File: src/rtl/arm_pkg.sv
// rtl/arm_pkg.sv - shared op, FSM state and flag-index definitions for the ARM-path ALU
// Purpose: common encodings imported by arm_alu_mc and arm_mul_iter.
// Ports: none (package).
package arm_pkg;

   // inst[14:12] op encodings; 3'b111 behaves like OP_PASS
   localparam logic [2:0] OP_ADD  = 3'b000;
   localparam logic [2:0] OP_SUB  = 3'b001;
   localparam logic [2:0] OP_MOV  = 3'b010;
   localparam logic [2:0] OP_LSR  = 3'b011;
   localparam logic [2:0] OP_DEC  = 3'b100;
   localparam logic [2:0] OP_MUL  = 3'b101;
   localparam logic [2:0] OP_PASS = 3'b110;

   typedef enum logic [1:0] {
      ST_IDLE = 2'd0,
      ST_BUSY = 2'd1,
      ST_DONE = 2'd2
   } state_t;

   // bit positions inside flags = {N,Z,C,V}
   localparam int FLG_N = 3;
   localparam int FLG_Z = 2;
   localparam int FLG_C = 1;
   localparam int FLG_V = 0;

endpackage

File: src/rtl/arm_mul_iter.sv
// rtl/arm_mul_iter.sv - WIDTH-cycle shift-add multiplier owning acc, A, B and the iteration count
// Purpose: low WIDTH bits of a_in*b_in, one shift-add step per cycle after start.
// Ports:
//   clk, reset_n  clock, synchronous active-low reset
//   start         load operands, clear acc and cnt, begin iterating
//   a_in, b_in    operands sampled on start
//   last          high during the final iteration; product is the result loaded at that edge
//   product       acc after the current iteration (acc + A when B[0])
module arm_mul_iter #(
   parameter int WIDTH = 16
) (
   input  logic             clk,
   input  logic             reset_n,
   input  logic             start,
   input  logic [WIDTH-1:0] a_in,
   input  logic [WIDTH-1:0] b_in,
   output logic             last,
   output logic [WIDTH-1:0] product
);

   localparam int CNT_W = $clog2(WIDTH) + 1;

   logic [WIDTH-1:0] acc;
   logic [WIDTH-1:0] a_q;
   logic [WIDTH-1:0] b_q;
   logic [CNT_W-1:0] cnt;
   logic             running;

   // Carry out of acc is dropped: the product is truncated to WIDTH bits.
   assign product = acc + (b_q[0] ? a_q : '0);
   assign last    = running && (cnt == CNT_W'(WIDTH - 1));

   always_ff @(posedge clk) begin
      if (!reset_n) begin
         acc     <= '0;
         a_q     <= '0;
         b_q     <= '0;
         cnt     <= '0;
         running <= 1'b0;
      end else if (start) begin
         acc     <= '0;
         a_q     <= a_in;
         b_q     <= b_in;
         cnt     <= '0;
         running <= 1'b1;
      end else if (running) begin
         acc     <= product;
         a_q     <= a_q << 1;
         b_q     <= b_q >> 1;
         cnt     <= cnt + 1'b1;
         if (last) begin
            running <= 1'b0;
         end
      end
   end

endmodule

File: src/rtl/arm_alu_mc.sv
// rtl/arm_alu_mc.sv - registered ARM-path ALU with multi-cycle multiply, NZCV flags and write-back decode
// Purpose: accepts one instruction per start when idle, returns result with a one-cycle done pulse.
// Ports:
//   clk, reset_n      clock, synchronous active-low reset
//   start, inst       instruction accept ([15] arm, [14:12] op, [11] cin)
//   rd_data, rs_data  operands A and B
//   busy              multiply in progress
//   done, d_out       result-valid pulse and held result
//   flags             {N,Z,C,V}, updated together with done
//   wen, ldr, reg_mux write-back controls
module arm_alu_mc
   import arm_pkg::*;
#(
   parameter int WIDTH = 16
) (
   input  logic             clk,
   input  logic             reset_n,
   input  logic             start,
   input  logic [15:0]      inst,
   input  logic [WIDTH-1:0] rd_data,
   input  logic [WIDTH-1:0] rs_data,
   output logic             busy,
   output logic             done,
   output logic [WIDTH-1:0] d_out,
   output logic [3:0]       flags,
   output logic             wen,
   output logic             ldr,
   output logic             reg_mux
);

   state_t           state;
   state_t           state_nxt;
   logic [2:0]       op;
   logic             cin;
   logic             accept;
   logic             mul_start;
   logic             mul_last;
   logic [WIDTH-1:0] mul_product;
   logic             arm_q;
   logic [WIDTH:0]   sum;
   logic [WIDTH-1:0] alu_res;
   logic [3:0]       alu_flags;
   logic [3:0]       mul_flags;
   logic             unused_inst;

   assign op          = inst[14:12];
   assign cin         = inst[11];
   assign unused_inst = ^inst[10:0];
   assign accept      = (state == ST_IDLE) && start;
   assign mul_start   = accept && (op == OP_MUL);

   arm_mul_iter #(.WIDTH(WIDTH)) u_mul (
      .clk     (clk),
      .reset_n (reset_n),
      .start   (mul_start),
      .a_in    (rd_data),
      .b_in    (rs_data),
      .last    (mul_last),
      .product (mul_product)
   );

   // Single-cycle ops; sum is WIDTH+1 bits so its MSB is the carry out.
   always_comb begin
      sum       = '0;
      alu_res   = rd_data;
      alu_flags = '0;
      case (op)
         OP_ADD: begin
            sum              = {1'b0, rd_data} + {1'b0, rs_data};
            alu_res          = sum[WIDTH-1:0];
            alu_flags[FLG_C] = sum[WIDTH];
            alu_flags[FLG_V] = (rd_data[WIDTH-1] == rs_data[WIDTH-1]) &&
                               (alu_res[WIDTH-1] != rd_data[WIDTH-1]);
         end
         OP_SUB: begin
            sum              = {1'b0, rd_data} + {1'b0, ~rs_data} + (WIDTH+1)'(1);
            alu_res          = sum[WIDTH-1:0];
            alu_flags[FLG_C] = sum[WIDTH];
            alu_flags[FLG_V] = (rd_data[WIDTH-1] != rs_data[WIDTH-1]) &&
                               (alu_res[WIDTH-1] != rd_data[WIDTH-1]);
         end
         OP_MOV: begin
            sum              = {1'b0, rs_data} + (WIDTH+1)'(cin);
            alu_res          = sum[WIDTH-1:0];
            alu_flags[FLG_C] = sum[WIDTH];
         end
         OP_LSR: begin
            alu_res          = {1'b0, rs_data[WIDTH-1:1]};
            alu_flags[FLG_C] = rs_data[0];
         end
         OP_DEC: begin
            sum              = {1'b0, rs_data} + {1'b0, {WIDTH{1'b1}}};
            alu_res          = sum[WIDTH-1:0];
            alu_flags[FLG_C] = sum[WIDTH];
         end
         OP_PASS: alu_res = rd_data;
         default: alu_res = rd_data;
      endcase
      alu_flags[FLG_N] = alu_res[WIDTH-1];
      alu_flags[FLG_Z] = (alu_res == '0);
   end

   always_comb begin
      mul_flags        = '0;
      mul_flags[FLG_N] = mul_product[WIDTH-1];
      mul_flags[FLG_Z] = (mul_product == '0);
   end

   always_ff @(posedge clk) begin
      if (!reset_n) begin
         state <= ST_IDLE;
      end else begin
         state <= state_nxt;
      end
   end

   always_comb begin
      state_nxt = state;
      case (state)
         ST_IDLE: if (start) state_nxt = (op == OP_MUL) ? ST_BUSY : ST_DONE;
         ST_BUSY: if (mul_last) state_nxt = ST_DONE;
         ST_DONE: state_nxt = ST_IDLE;
         default: state_nxt = ST_IDLE;
      endcase
   end

   // Result, flags and done load on the edge that enters DONE, so they
   // are visible during the DONE cycle and held afterwards.
   always_ff @(posedge clk) begin
      if (!reset_n) begin
         done    <= 1'b0;
         d_out   <= '0;
         flags   <= '0;
         arm_q   <= 1'b0;
         ldr     <= 1'b0;
         reg_mux <= 1'b0;
      end else begin
         done <= 1'b0;
         if (accept) begin
            arm_q   <= inst[15];
            ldr     <= (inst[15:12] == 4'b1110);
            reg_mux <= (inst[15:13] == 3'b001);
            if (op != OP_MUL) begin
               done  <= 1'b1;
               d_out <= alu_res;
               flags <= alu_flags;
            end
         end else if (state == ST_BUSY && mul_last) begin
            done  <= 1'b1;
            d_out <= mul_product;
            flags <= mul_flags;
         end
      end
   end

   assign busy = (state == ST_BUSY);
   assign wen  = done & (arm_q | ldr);

endmodule

File: config.mk
export PLATFORM = sky130hd
export DESIGN_NAME = arm_alu_mc
export DESIGN_NICKNAME = d
export VERILOG_FILES = /design/src/rtl/arm_pkg.sv /design/src/rtl/arm_mul_iter.sv /design/src/rtl/arm_alu_mc.sv
export SDC_FILE = /design/constraint.sdc
export NUM_CORES = 1
export LEC_CHECK = 0
export BUFFER_PORTS_ARGS = -buffer_cell sky130_fd_sc_hd__buf_2
export CELL_PAD_IN_SITES_DETAIL_PLACEMENT = 0
export CELL_PAD_IN_SITES_GLOBAL_PLACEMENT = 2
export CORE_MARGIN = 4
export CORE_UTILIZATION = 30
export DETAILED_ROUTE_END_ITERATION = 10
export PLACE_DENSITY = 0.7
export SLEW_MARGIN = 10
export SYNTH_ARGS = -nofsm -noshare
export SYNTH_HDL_FRONTEND = slang
export SYNTH_HIERARCHICAL = 1
export SYNTH_SLANG_ARGS = --single-unit
File: constraint.sdc
create_clock -name clk -period 3.1 [get_ports clk]
set_input_delay 0.155 -clock clk [delete_from_list [all_inputs] [get_ports clk]]
set_output_delay 0.155 -clock clk [all_outputs]
set_load 0.05 [all_outputs]
=== Word-level counts from Yosys, hierarchy flattened ===
Index checks and enable logic that the tools add are counted.

* $add $sub $neg: 7
* Reduce and logical (&&, ||, !) cells: 15
* Mux-type cells: 24
* Eq/ne operators: 17
* Bitwise gates (word level): 4

{| class="wikitable"
|+ Operators by type and width
! kind !! number
|-
| $mux W16 || 8
|-
| $pmux W16 S5 || 1
|-
| $add A16 B16 Y17 || 2
|-
| $logic_not A16 Y1 || 2
|-
| $add A16 B1 Y17 || 1
|-
| $add A16 B16 Y17 const B || 1
|-
| $add A17 B1 Y17 const B || 1
|-
| $add A16 B16 Y16 || 1
|-
| $not A16 Y16 || 1
|-
| $mux W4 || 3
|-
| $eq A3 B1 Y1 const B || 2
|-
| $eq A3 B2 Y1 const B || 2
|-
| $eq A3 B3 Y1 const B || 2
|-
| $logic_and A1 B1 Y1 || 6
|-
| $mux W1 || 6
|-
| $mux W2 || 3
|-
| $add A5 B1 Y5 const B || 1
|-
| $eq A5 B4 Y1 const B || 1
|-
| $pmux W1 S5 || 1
|-
| $eq A4 B4 Y1 const B || 1
|-
| $ne A2 B1 Y1 const B || 2
|-
| $pmux W2 S2 || 1
|-
| $reduce_and A2 Y1 || 2
|-
| $reduce_bool A2 Y1 || 2
|-
| 12 further kinds || 14
|}

* Word-level logic and storage cells: 79
* Input bits: 51
* Output and inout bits: 25
* Register bits after elaboration: 80

=== Depth between registers and ports, before layout ===
* Depth after elaboration: 8
* Depth in mapped cells: 15
* Mapped depth without buffers: 14

=== By module ===
The synthesis kept the hierarchy.

{| class="wikitable"
|+ By module, submodules not included
! module !! area each (um2) !! seq. area each (um2) !! cells an instance !! instances
|-
| arm_alu_mc || 4324.1 || 500.5 || 628 || 1
|-
| arm_mul_iter || 3150.5 || 1081.0 || 368 || 1
|}

=== Worst setup path after synthesis ===
OpenSTA, ideal clock, no wires.

* Kind: reg-to-reg
* Start: reg u_mul.b_q[0]
* End: reg flags[2]
* Buffers on the path: 1
* Required time: 3.031 ns
* Slack: 0.151 ns
* Setup time: 0.069 ns
* Clock period less this slack: 2.949 ns
* Cell stages (with the launch flop): 15
* Data arrival time: 2.880 ns
* Path through: dfxtp_1 > clkbuf_1 > and2_1 > ha_1 > fa_1 > a21o_1 > a311oi_2 > nor2_1 > a41oi_2 > xnor2_1 > nor4_1 > nand4_1 > o41ai_1 > nand2_1 > o21ai_1

* Word-level cells in the longest chain between the ends: 5

{| class="wikitable"
|+ Ends and longest elaborated chain
! item !! RTL line !! text
|-
| start: declaration || arm_mul_iter.sv:25 || <nowiki>logic [WIDTH-1:0] b_q;</nowiki>
|-
| start signal: assignment || arm_mul_iter.sv:43 || <nowiki>b_q <= b_in;</nowiki>
|-
| start signal: assignment || arm_mul_iter.sv:49 || <nowiki>b_q <= b_q >> 1;</nowiki>
|-
| $mux W16 || arm_mul_iter.sv:30 || <nowiki>assign product = acc + (b_q[0] ? a_q : '0);</nowiki>
|-
| $add A16 B16 Y16 || arm_mul_iter.sv:30 ||
|-
| named net mul_product[12] || arm_alu_mc.sv:38 || <nowiki>logic [WIDTH-1:0] mul_product;</nowiki>
|-
| $logic_not A16 Y1 || arm_alu_mc.sv:106 || <nowiki>mul_flags[FLG_Z] = (mul_product == '0);</nowiki>
|-
| $mux W4 || arm_alu_mc.sv:148 || <nowiki>end else if (state == ST_BUSY && mul_last) begin</nowiki>
|-
| $mux W4 || arm_alu_mc.sv:139 || <nowiki>if (accept) begin</nowiki>
|-
| end signal: assignment || arm_alu_mc.sv:146 || <nowiki>flags <= alu_flags;</nowiki>
|-
| end signal: assignment || arm_alu_mc.sv:151 || <nowiki>flags <= mul_flags;</nowiki>
|-
| end: declaration || arm_alu_mc.sv:25 || <nowiki>output logic [3:0] flags,</nowiki>
|}

The timed path passes the listed nets, and every way through them passes these cells. The select of a mux whose other input is x is not followed.
A chain may end at the register's enable or synchronous reset.

=== Worst setup path in the final report ===
* Start: reg u_mul.a_q[0]
* End: reg flags[2]

* Word-level cells in the longest chain between the ends: 5

{| class="wikitable"
|+ Ends and longest elaborated chain
! item !! RTL line !! text
|-
| start: declaration || arm_mul_iter.sv:24 || <nowiki>logic [WIDTH-1:0] a_q;</nowiki>
|-
| start signal: assignment || arm_mul_iter.sv:42 || <nowiki>a_q <= a_in;</nowiki>
|-
| start signal: assignment || arm_mul_iter.sv:48 || <nowiki>a_q <= a_q << 1;</nowiki>
|-
| $mux W16 || arm_mul_iter.sv:30 ||
|-
| $add A16 B16 Y16 || arm_mul_iter.sv:30 ||
|-
| named net mul_product[8] || arm_alu_mc.sv:38 ||
|-
| $logic_not A16 Y1 || arm_alu_mc.sv:106 ||
|-
| $mux W4 || arm_alu_mc.sv:148 ||
|-
| $mux W4 || arm_alu_mc.sv:139 ||
|}

The timed path passes the listed nets, and every way through them passes these cells. The select of a mux whose other input is x is not followed.

==> flow_summary.html <==
<table>
<tr><th>Metric</th><th>Value</th></tr>
<tr><th colspan="2">Final layout</th></tr>
<tr><td>Number of nets in the layout</td><td>~1.2k</td></tr>
<tr><td>Syn-to-layout area delta</td><td>26.3%</td></tr>
<tr><td>Number of fillers in the final layout</td><td>around 2.6k</td></tr>
<tr><td>Antenna Cells</td><td>0</td></tr>
<tr><td>Share of layout cells above drive strength 1</td><td>about a quarter</td></tr>
<tr><td>Final non-filler cell area</td><td>roughly 9400 um2</td></tr>
<tr><th colspan="2">Logic synthesis</th></tr>
<tr><td>Most common cell in the netlist</td><td>sky130_fd_sc_hd__nand2_1</td></tr>
<tr><td>Number of enable-type register cells in the synthesized netlist</td><td>0</td></tr>
<tr><td>Async SR Flop Fraction</td><td>0%</td></tr>
<tr><td>Post-synthesis cell area</td><td>~7500 um2</td></tr>
<tr><td>Cell types occupying the most area after synthesis</td><td>sky130_fd_sc_hd__dfxtp_1 (21%), sky130_fd_sc_hd__ha_1 (8.9%), sky130_fd_sc_hd__mux2i_1 (5.6%)</td></tr>
<tr><td>Total of warnings raised by yosys</td><td>6</td></tr>
<tr><td>Share of the synthesized area in the top cell type</td><td>about a fifth</td></tr>
<tr><td>Top flip-flop cell by instance count after synthesis</td><td>sky130_fd_sc_hd__dfxtp_1</td></tr>
<tr><td>Net Count, Synth</td><td>1103</td></tr>
<tr><td>Cell accounting for the most synthesized area</td><td>sky130_fd_sc_hd__dfxtp_1</td></tr>
<tr><td>Most used standard cells in the synthesized netlist</td><td>sky130_fd_sc_hd__nand2_1 (91), sky130_fd_sc_hd__nor2_1 (86), sky130_fd_sc_hd__dfxtp_1 (79)</td></tr>
<tr><td>Unique masters post-synth</td><td>87</td></tr>
<tr><td>Synthesized area per cell</td><td>around 7.5 um2</td></tr>
<tr><td>Flop and latch count out of synthesis</td><td>79</td></tr>
<tr><td>Sequential share of the synthesized area</td><td>about a fifth</td></tr>
<tr><td>Gate Count Post-Synth</td><td>~1000</td></tr>
<tr><th colspan="2">Floorplan</th></tr>
<tr><td>Top-level I/O count</td><td>between 70 and 80</td></tr>
<tr><td>Floorplan die height</td><td>~170 um</td></tr>
<tr><td>Number of core rows</td><td>between 50 and 60</td></tr>
<tr><td>Effective utilization at floorplan</td><td>30.6%</td></tr>
<tr><td>Die area</td><td>between 20000 and 30000 um2</td></tr>
<tr><td>Die W</td><td>roughly 170 um</td></tr>
<tr><td>Core region area</td><td>24400 um2</td></tr>
<tr><th colspan="2">Timing</th></tr>
<tr><td>RSZ-0062 raised after global routing</td><td>true</td></tr>
<tr><td>Setup-violating endpoint count in the final report</td><td>0</td></tr>
<tr><td>Final critical delay including setup and external delays</td><td>around 3 ns</td></tr>
<tr><td>Pin slew with the least headroom to its limit</td><td>around 1.1 ns</td></tr>
<tr><td>FMAX</td><td>~330 MHz</td></tr>
<tr><td>Final cycle utilization of the critical path</td><td>between 90% and 100%</td></tr>
<tr><td>Final Slew Violations</td><td>0</td></tr>
<tr><td>Final Skew</td><td>between 0.008 and 0.009 ns</td></tr>
<tr><td>Max-slew headroom</td><td>23.7%</td></tr>
<tr><td>Number of hold violations in the final report</td><td>0</td></tr>
<tr><td>Final hold slack</td><td>a little over 0.08 ns</td></tr>
<tr><th colspan="2">Detailed routing</th></tr>
<tr><td>DR iter-0 viols</td><td>between 500 and 600</td></tr>
<tr><td>TritonRoute pass-1 iters</td><td>5</td></tr>
<tr><td>Total wirelength of the detailed-routed design</td><td>between 20000 and 30000 um</td></tr>
<tr><td>Post-route ant nets</td><td>0</td></tr>
<tr><td>DRC violation count after routing</td><td>0</td></tr>
<tr><td>Avg WL per Cell</td><td>20.4 um</td></tr>
<tr><td>Vias/cell</td><td>between 5 and 6</td></tr>
<tr><td>Number of vias after detailed routing</td><td>~8k</td></tr>
<tr><th colspan="2">Clock network</th></tr>
<tr><td>Number of levels in the clock H-tree</td><td>3</td></tr>
<tr><td>Clock latency of the later-clocked register in the worst-skew pair</td><td>approximately 0.34 ns</td></tr>
<tr><td>CTS tree</td><td>built</td></tr>
<tr><td>Clock slew seen by the registers of the worst setup and hold paths</td><td>0.06 ns</td></tr>
<tr><td>Clock Sink Count</td><td>79</td></tr>
<tr><td>Number of CTS-inserted buffers</td><td>9</td></tr>
<tr><td>Maximum count of clock buffers along a single path</td><td>2</td></tr>
<tr><td>CTS root buffer</td><td>sky130_fd_sc_hd__clkbuf_16</td></tr>
<tr><th colspan="2">GRT</th></tr>
<tr><td>First-pass GRT wire length</td><td>roughly 45000 um</td></tr>
<tr><td>Vias in the first global route</td><td>7565</td></tr>
<tr><td>Maximum number of pins on one net before global-route repair</td><td>54</td></tr>
<tr><td>Congestion Overflow GR</td><td>0</td></tr>
<tr><td>Total global-route track usage</td><td>roughly a fifth</td></tr>
<tr><td>Antenna violations before repair</td><td>0</td></tr>
<tr><th colspan="2">Pwr</th></tr>
<tr><td>Total power density per cell area</td><td>between 300 and 400 nW/um2</td></tr>
<tr><td>P_leak</td><td>between 3 and 4 nW</td></tr>
<tr><td>Peak ir drop on the vdd network</td><td>0.000267 V</td></tr>
<tr><th colspan="2">Place</th></tr>
<tr><td>Final weighted congestion in routability-driven placement</td><td>~0.90</td></tr>
<tr><td>Detailed Place HPWL</td><td>around 23000 um</td></tr>
<tr><td>Total of buffers placed on input and output ports</td><td>64</td></tr>
<tr><td>Placed standard-cell area</td><td>8850 um2</td></tr>
<tr><th colspan="2">Setup path</th></tr>
<tr><td>Critical path required time</td><td>about 3.4 ns</td></tr>
<tr><td>Worst-path fanout max</td><td>4</td></tr>
<tr><td>Worst setup path class</td><td>register to register</td></tr>
<tr><td>Data arrival time of the worst path</td><td>~3.3 ns</td></tr>
<tr><td>Endpoint type of the worst setup path</td><td>register</td></tr>
<tr><td>Nature of the critical path startpoint</td><td>register</td></tr>
<tr><th colspan="2">Min path</th></tr>
<tr><td>Hold Crit Class</td><td>input pin to register</td></tr>
<tr><th colspan="2">Flow run</th></tr>
<tr><td>Maximum Capacitance Violations</td><td>0</td></tr>
<tr><th colspan="2">Outcome</th></tr>
<tr><td>Status</td><td>finished clean</td></tr>
</table>
[layout by cell type, fill, tap and decap left out, drive strengths merged, types with 5 or more instances in the layout]
| cell | Yosys | routed |
|---|---|---|
| mux2i | 42 | 42 |
| nor4 | 12 | 12 |
| o211ai | 16 | 16 |
| nand2b | 9 | 9 |
| and3 | 17 | 17 |
| inv | 37 | 37 |
| o21ai | 76 | 76 |
| nand3 | 20 | 20 |
| or2 | 5 | 5 |
| o311ai | 6 | 6 |
| a31o | 9 | 9 |
| or4 | 6 | 6 |
| a311oi | 7 | 7 |
| xor2 | 15 | 15 |
| a211o | 5 | 5 |
| buf | 22 | 196 |
| xnor2 | 21 | 21 |
| o21a | 6 | 6 |
| ha | 53 | 53 |
| nor3 | 29 | 29 |
| o211a | 5 | 5 |
| a211oi | 13 | 13 |
| nand2 | 91 | 91 |
| o22ai | 5 | 5 |
| a221oi | 6 | 6 |
| a21o | 11 | 11 |
| nand4 | 19 | 19 |
| a31oi | 15 | 15 |
| and2 | 50 | 50 |
| a21oi | 59 | 59 |
| nor2b | 12 | 12 |
| nor2 | 88 | 88 |
| clkbuf | 45 | 9 |
| or3 | 9 | 9 |
| nor3b | 5 | 5 |
| dfxtp | 79 | 79 |
[worst max-delay path, stage by stage, from the launching register on]
cell                       delay [ns]
sky130_fd_sc_hd__dfxtp_2         0.33
sky130_fd_sc_hd__and2_4          0.16
sky130_fd_sc_hd__ha_4            0.16
sky130_fd_sc_hd__fa_2            0.35
sky130_fd_sc_hd__a21o_1          0.23
sky130_fd_sc_hd__a311oi_4        0.36
sky130_fd_sc_hd__nor2_2          0.10
sky130_fd_sc_hd__o21a_1          0.22
sky130_fd_sc_hd__nor2_2          0.15
sky130_fd_sc_hd__xnor2_2         0.10
sky130_fd_sc_hd__nor4_2          0.26
sky130_fd_sc_hd__nand4_1         0.12
sky130_fd_sc_hd__o41ai_2         0.28
sky130_fd_sc_hd__nand2_1         0.09
sky130_fd_sc_hd__o21ai_1         0.08
[through the flow]
stage               setup TNS, ns  std cells  total power, mW  setup slack (ns)  utilization, %
finish                          0       1464             3.19            0.0480            38.7
CTS                             0       1454             3.21            0.0306            37.6
global placement                0       1439             2.09           0.00845            36.3
global route               -0.144       1464             3.33            -0.144            38.7
floorplan                       0        996             1.68             0.151               -
detailed placement       -0.00332       1439             2.08          -0.00332            36.3
[state kept, by name (all words and copies together), names as in the netlist]
signal,cells
reg_mux,1
d_out,16
done,1
u_mul/running,1
state,2
flags,3
u_mul/acc,16
u_mul/cnt,5
u_mul/a_q,16
u_mul/b_q,16
ldr,1
arm_q,1
[worst paths after layout]
check / startpoint / to / slack, ns / depth (start not counted)
max: u_mul/a_q[0] / flags[2] / 0.05 / 14
min reg2reg: reg_mux / reg_mux / 0.46 / 2
max reg2reg: u_mul/a_q[0] / flags[2] / 0.05 / 14
min: inst[15] / arm_q / 0.08 / 3
[layout make-up]
type	instances	area [um2]	area share, %
clock inverter	6	86.3	0.915
tap	324	405	4.30
timing repair buffer	196	1330	14.1
inverter	38	143	1.51
multi-input combinational	812	5660	60.0
clock buffer	9	225	2.39
sequential	79	1590	16.8
[report_power, final]
part	internal (mW)	switching (mW)	total, mW
Combinational	0.365	0.637	1.00
Sequential	1.05	0.0198	1.07
Clock	0.699	0.425	1.12
[logic make-up (layout without fill, tap and decap cells)]
kind of cell	after synthesis	count (layout)	share of synthesized area [%]
adder cells (fa/ha/maj)	56	56	9.68
buffers and inverters	105	249	5.79
flip-flops	79	79	21.2
AND/OR/NAND/NOR	382	382	26.2
XOR/XNOR	36	36	4.22
AO/OA/AOI/OAI	295	295	27.0
multiplexers	43	43	5.93
[timing repair]
item	CTS	global route
hold buffers	0	0
setup endpoints to repair	1	2
buffers inserted	0	10
gates resized for setup	1	37
pin swaps	1	18
[routing by layer]
metal	up-vias	global-route usage [%]	part of all wire [%]
li1	3940	-	-
met1	3837	28.6	47
met2	205	33.6	47
met3	34	1.69	3.7
met4	0	5.31	2.1
met5	-	0	0
No activity file was read; power rests on OpenSTA's default activity.
